**src/rtl/mem_access_ctrl.sv**
```systemverilog
// rtl/mem_access_ctrl.sv - RAM port initiator: read/write/fill requests sequenced as setup/strobe/hold
module mem_access_ctrl #(
  parameter int ADDR_W     = 7,
  parameter int DATA_W     = 8,
  parameter int STROBE_CYC = 1
) (
  input  logic              clk,
  input  logic              rst_n,
  input  logic              req_valid,
  output logic              req_ready,
  input  logic [1:0]        req_op,
  input  logic [ADDR_W-1:0] req_addr,
  input  logic [DATA_W-1:0] req_wdata,
  input  logic [ADDR_W-1:0] req_len,
  output logic              rsp_valid,
  output logic [DATA_W-1:0] rsp_rdata,
  output logic              rsp_err,
  output logic              busy,
  output logic              mem_en,
  output logic              mem_read,
  output logic              mem_write,
  output logic [ADDR_W-1:0] mem_address,
  output logic [DATA_W-1:0] mem_wdata,
  input  logic [DATA_W-1:0] mem_rdata
);

  typedef enum logic [2:0] {S_IDLE, S_SETUP, S_STROBE, S_HOLD, S_RESP} state_t;

  localparam logic [1:0] OP_READ  = 2'b00;
  localparam logic [1:0] OP_FILL  = 2'b10;
  localparam logic [1:0] OP_ILL   = 2'b11;

  localparam int CNT_W = (STROBE_CYC > 1) ? $clog2(STROBE_CYC) : 1;
  localparam logic [CNT_W-1:0] STROBE_LAST = CNT_W'(STROBE_CYC - 1);

  state_t              state_q, state_d;
  logic [1:0]          op_q;
  logic [ADDR_W-1:0]   addr_q;
  logic [DATA_W-1:0]   wdata_q;
  logic [ADDR_W-1:0]   remaining_q;
  logic [CNT_W-1:0]    strobe_cnt_q;
  logic [DATA_W-1:0]   rdata_q;

  logic fill_more;
  assign fill_more = (op_q == OP_FILL) && (remaining_q != '0);

  always_ff @(posedge clk or negedge rst_n) begin
    if (!rst_n) state_q <= S_IDLE;
    else        state_q <= state_d;
  end

  always_comb begin
    state_d = state_q;
    case (state_q)
      S_IDLE:   if (req_valid) state_d = (req_op == OP_ILL) ? S_RESP : S_SETUP;
      S_SETUP:  state_d = S_STROBE;
      S_STROBE: if (strobe_cnt_q == STROBE_LAST) state_d = S_HOLD;
      S_HOLD:   state_d = fill_more ? S_SETUP : S_RESP;
      S_RESP:   state_d = S_IDLE;
      default:  state_d = S_IDLE;
    endcase
  end

  // Request fields are latched only at the accepting edge; the fill address advances in HOLD
  // so the next byte's address is already stable when its SETUP begins.
  always_ff @(posedge clk or negedge rst_n) begin
    if (!rst_n) begin
      op_q         <= '0;
      addr_q       <= '0;
      wdata_q      <= '0;
      remaining_q  <= '0;
      strobe_cnt_q <= '0;
      rdata_q      <= '0;
    end else begin
      case (state_q)
        S_IDLE: begin
          if (req_valid) begin
            op_q        <= req_op;
            addr_q      <= req_addr;
            wdata_q     <= req_wdata;
            remaining_q <= (req_op == OP_FILL) ? req_len : '0;
            rdata_q     <= '0;
          end
        end
        S_SETUP: strobe_cnt_q <= '0;
        S_STROBE: begin
          strobe_cnt_q <= strobe_cnt_q + 1'b1;
          if (strobe_cnt_q == STROBE_LAST && op_q == OP_READ) rdata_q <= mem_rdata;
        end
        S_HOLD: begin
          if (fill_more) begin
            addr_q      <= addr_q + 1'b1;
            remaining_q <= remaining_q - 1'b1;
          end
        end
        default: ;
      endcase
    end
  end

  always_comb begin
    req_ready   = 1'b0;
    rsp_valid   = 1'b0;
    rsp_rdata   = '0;
    rsp_err     = 1'b0;
    mem_en      = 1'b0;
    mem_read    = 1'b0;
    mem_write   = 1'b0;
    mem_address = '0;
    mem_wdata   = '0;
    case (state_q)
      S_IDLE: req_ready = 1'b1;
      S_SETUP, S_STROBE, S_HOLD: begin
        mem_en      = 1'b1;
        mem_address = addr_q;
        mem_wdata   = wdata_q;
        if (state_q == S_STROBE) begin
          mem_read  = (op_q == OP_READ);
          mem_write = (op_q != OP_READ);
        end
      end
      S_RESP: begin
        rsp_valid = 1'b1;
        rsp_err   = (op_q == OP_ILL);
        rsp_rdata = (op_q == OP_READ) ? rdata_q : '0;
      end
      default: ;
    endcase
  end

  assign busy = ~req_ready;

endmodule

```
**config.mk**
```make
export PLATFORM = sky130hd
export DESIGN_NAME = mem_access_ctrl
export DESIGN_NICKNAME = d
export VERILOG_FILES = /design/src/rtl/mem_access_ctrl.sv
export SDC_FILE = /design/constraint.sdc
export NUM_CORES = 1
export LEC_CHECK = 0
export CORE_MARGIN = 3
export CORE_UTILIZATION = 43
export CTS_CLUSTER_SIZE = 25
export DETAILED_ROUTE_END_ITERATION = 10
export GPL_TIMING_DRIVEN = 0
export PLACE_DENSITY = 0.75
export SYNTH_ARGS = -nofsm -noshare
export SYNTH_HDL_FRONTEND = slang
export SYNTH_SLANG_ARGS = --single-unit
```
**constraint.sdc**
```tcl
create_clock -name clk -period 2.8 [get_ports clk]
set_clock_uncertainty 0.15 [all_clocks]
set_input_delay 0.56 -clock clk [delete_from_list [all_inputs] [get_ports clk]]
set_output_delay 0.56 -clock clk [all_outputs]
set_load 0.005 [all_outputs]
```
After elaboration in Yosys (flattened, before gate mapping)
Index checks and enable logic that the tools add are counted.

storage, ports and cells
  register bits = 36
  input bits = 35
  output and inout port bits = 30
  word-level logic and storage cells = 66

cells by class
  add/subtract/negate cells = 3
  eq/ne operators = 12
  muxes and demuxes = 28
  bitwise gates (word level) = 2
  reduce and logical (&&, ||, !) cells = 14

operators with widths
  operator               number
  $mux W7                6
  $mux W8                5
  $pmux W7 S2            2
  $pmux W8 S2            1
  $mux W3                4
  $pmux W3 S4            1
  $eq A2 B2 Y1 const B   4
  $mux W1                8
  $ne A2 B2 Y1 const B   4
  $reduce_bool A2 Y1     4
  $add A7 B1 Y7 const B  1
  $reduce_bool A7 Y1     1
  $sub A7 B1 Y7 const B  1
  $eq A3 B2 Y1 const B   2
  $reduce_and A3 Y1      2
  $reduce_and A2 Y1      2
  $eq A3 B1 Y1 const B   1
  $eq A3 B3 Y1 const B   1
  $logic_not A3 Y1       1
  $reduce_or A3 Y1       1
  $logic_and A1 B1 Y1    2
  $logic_not A2 Y1       1
  $not A1 Y1             2
  $pmux W1 S2            1
  $add A1 B1 Y1 const B  1

Depth between registers and ports, before layout
  word-level depth = 4
  gate-level depth with buffers = 7

Worst setup path after synthesis
No wires, ideal clock.

  path kind = register to output
  from = register state_q[2]
  to = output rsp_rdata[0]
  arrival = 1418 ps
  setup slack = 672 ps
  cell stages (with the launch flop) = 6
  path through = dfrtp_1 > buf_2 > inv_1 > nor3_1 > nor3b_1 > and2_1

between the ends
  word-level cells in the longest chain between the ends = 2

ends and longest elaborated chain
  what                      line  text
  start: declaration        36    state_t state_q, state_d;
  start signal: assignment  49    else state_q <= state_d;
  $eq A3 B3 Y1              111   case (state_q)
  $mux W8                   111
  end: declaration          16    output logic [DATA_W-1:0] rsp_rdata,

Every way passes these cells.

Final worst setup path
  from = register state_q[0]
  to = output mem_address[5]

between the ends
  word-level cells in the longest chain between the ends = 3
  elaborated cells on any way between the ends = 5

ends and longest elaborated chain
  what                                          line  text
  $eq A3 B2 Y1 or $eq A3 B1 Y1 (tied branches)  111
  $reduce_or A3 Y1 *                            111
  $mux W7 *                                     111
  end: declaration                              22    output logic [ADDR_W-1:0] mem_address,

Every way passes the cells marked *; elsewhere a longest branch is shown, timed or not.

==> results.md <==
- Startpoint Class: flip-flop
- Status: finished clean
- Num CTS Buffers: 5
- Total Routing Usage GR: 0.195
- Final wirelength: 5720 um
- Number of routed nets with antenna violations: 0
- Clock transition at path regs: 70 ps
- Worst-skew pair later-pin latency: 290 ps
- Via count: between 1500 and 2000
- Slew headroom: 0.433
- TritonCTS clock tree: yes
- Most used DFF post-synth: dfrtp_1
- Multi-input gate area in the final layout: 1120 sq um
- Synthesized area: around 2100 sq um
- Post-route setup slack: 116 ps
- Drt first pass iters: 4
- Distinct cells, synth: 38
- Chip width: 76.0 um
- Register area share after synthesis: 0.427
- Most frequent cells in the layout: clkdlybuf4s50_1 (55), dfrtp_1 (36), and2_1 (23)
- Die ar.: 5780 sq um
- Worst EP required: 2090 ps
- Final setup fails: 0
- #FFs+latches synth: 36
- Clock buffer depth: 2
- Initial Utilization: 0.465
- Syn Nets: 264
- Largest net degree at the start of global routing: 37
- Leak Pwr: around 1.4 nW
- Fillcell total: 388
- H-tree depth: 2
- Crit path cell chain: buf_2 > nor2_1 > nor2_4 > clkbuf_4 > and2_1 > clkdlybuf4s50_1
- Final hold viol count: 0
- FFs w/ async S/R, synth: 1.00
- Initial DRC Count: 151
- Slowest cell delay on critical path: 490 ps
- Fin crit share: 0.959
- Max-Cap Viols: 0
- N_diodes: 0
- Total congestion overflow: 0
- Post-DP HPWL: around 3900 um
- Initial antenna violation count: 0
- Power per Cell Area: 1060 nW/um^2
- Sequential cell area: 901 sq um
- Core area: 4530 sq um
- Crit path capture type: output pin
- Die height: about 76 um
- Vias in the first global route: 1967
- Tightest Pin Transition: about 850 ps
- HP Class: in -> async
- Root Buffer: clkbuf_8
- Top delay family on crit path: buffers and inverters
- Hold_buf cts: 0
- Slew Viols, Final: 0
- Area Growth Syn to Fin: 43.5%
- Setup WS pre-CTS: -124 ps
- Mean Syn Cell Area: between 9 and 10 sq um
- Worst EP arrival: a little under 2000 ps
- First-pass GRT wire length: between 9000 and 10000 um
- I/O pin cnt: 65
- I/O Buffers: 64
- Worst-path maximum fanout: 10
- Post-DR vias/cell: 5.40
- Crit Path Class: reg -> out
- RSZ-0062 raised after global routing: true
- Synth Instances: 226
- Share of cells above drive strength 1: 0.152
- Commonest non-fill, non-tap cell in the layout: clkdlybuf4s50_1
- Post-DP Area: 2830 sq um
- EDFF count, synth: 0
- Post-route cell area: 3030 sq um
- Clock sink total: 36
- Synthesis Warnings: 0
- DRC: 0
- FP Rows: 24
- NumNets Final: 339
- Routability cong.: 0.874
- Slowest CP cell: clkdlybuf4s50_1
- Minimum clock period: roughly 2700 ps
- Max IR drop VDD: approximately 0.52 mV
- Fmax: 373 MHz
- Bufs and invs on worst path: 3
- Post-DR wirelength/cell: 15.6 um
## cell families after synthesis
logic type,share of synthesized area
AOI/OAI and AO/OA,0.216
buffers and inverters,0.0575
adders and majority gates,0.0178
and+or+nand+nor,0.215
xor gates and xnor gates,0.00415
DFF,0.427
muxes,0.0629
## registers in the layout, summed over array words and instances, names as in the netlist
register,flops
addr_q,7
op_q,2
rdata_q,8
remaining_q,7
state_q,3
strobe_cnt_q,1
wdata_q,8
## path summary, 6_finish.rpt
check,startpoint,to,slack [ps],cells after the start
max,state_q[0]$_DFFE_PN0P_,mem_address[5],120,6
min in group clk,rdata_q[3]$_DFFE_PN0P_,rdata_q[3]$_DFFE_PN0P_,350,2
min,rst_n,rdata_q[6]$_DFFE_PN0P_,230,1
min reg2reg,rdata_q[3]$_DFFE_PN0P_,rdata_q[3]$_DFFE_PN0P_,350,2
max in group asynchronous,rst_n,op_q[0]$_DFFE_PN0P_,1740,1
max reg2reg,remaining_q[0]$_DFFE_PN0P_,remaining_q[5]$_DFFE_PN0P_,630,7
## repair_timing
| item | in CTS | in global routing |
|---|---|---|
| setup endpoints to repair | 19 | 19 |
| resized for setup | 8 | 18 |
| endpoints found under the hold margin | 0 | 0 |
| setup buffers | 0 | 4 |
| pin swaps | 1 | 9 |
## cells in the mapped netlist (2+ instances only)
| master | n | area, sq um |
|---|---|---|
| o211ai_1 | 2 | 15.0 |
| o31ai_1 | 11 | 82.6 |
| nand3_1 | 3 | 15.0 |
| nor3_1 | 2 | 10.0 |
| ha_1 | 3 | 37.5 |
| nor2_1 | 19 | 71.3 |
| mux2_2 | 10 | 113 |
| clkbuf_1 | 7 | 26.3 |
| dfrtp_1 | 36 | 901 |
| and3_1 | 4 | 25.0 |
| a31oi_1 | 13 | 81.3 |
| and2_1 | 24 | 150 |
| o22a_2 | 4 | 40.0 |
| o22ai_1 | 2 | 12.5 |
| o21ai_0 | 13 | 65.1 |
| nor2b_1 | 4 | 25.0 |
| a2bb2oi_1 | 4 | 35.0 |
| buf_2 | 7 | 35.0 |
| a21oi_1 | 15 | 75.1 |
| inv_1 | 6 | 22.5 |
| buf_6 | 3 | 33.8 |
| mux2i_1 | 2 | 20.0 |
| nand2_1 | 13 | 48.8 |
| nor3b_1 | 4 | 30.0 |
| and4_1 | 2 | 17.5 |
## final cells by class
cell class	instances	area share
Sequential cell	36	0.298
Multi-Input combinational cell	166	0.372
Buffer	18	0.0384
Tap cell	65	0.0269
Clock buffer	8	0.0298
Inverter	6	0.00744
Timing Repair Buffer	68	0.228
## where the power goes
group	leakage [nW]	total, mW	switching [mW]	internal (mW)
clock	0.0455	0.391	0.190	0.201
combinational	0.927	1.88	0.884	0.993
sequential	0.444	0.939	0.190	0.749
total	1.42	3.21	1.26	1.94
## per-layer routing
layer / GRT usage / up-vias / wire length (um)
met3: 0.0426 / 6 / 247
li1: - / 960 / -
met4: 0.0435 / 0 / 44
met5: 0 / - / 0
met1: 0.251 / 953 / 2490
met2: 0.337 / 61 / 2940
## per-stage QoR
| stage | setup TNS, ps | total power, mW | hold slack, ps | std cells | util |
|---|---|---|---|---|---|
| 6_report | 0 | 3.21 | 231 | 367 | 0.667 |
| 3_5_place_dp | -800 | 2.71 | 337 | 355 | 0.623 |
| 2_1_floorplan | 0 | 1.97 | 114 | 226 | - |
| 3_3_place_gp | -990 | 2.67 | 328 | 355 | 0.624 |
| 4_1_cts | 0 | 3.14 | 250 | 363 | 0.649 |
| 5_1_grt | -27.4 | 3.46 | 284 | 367 | 0.667 |
No activity file was read; power rests on OpenSTA's default activity.
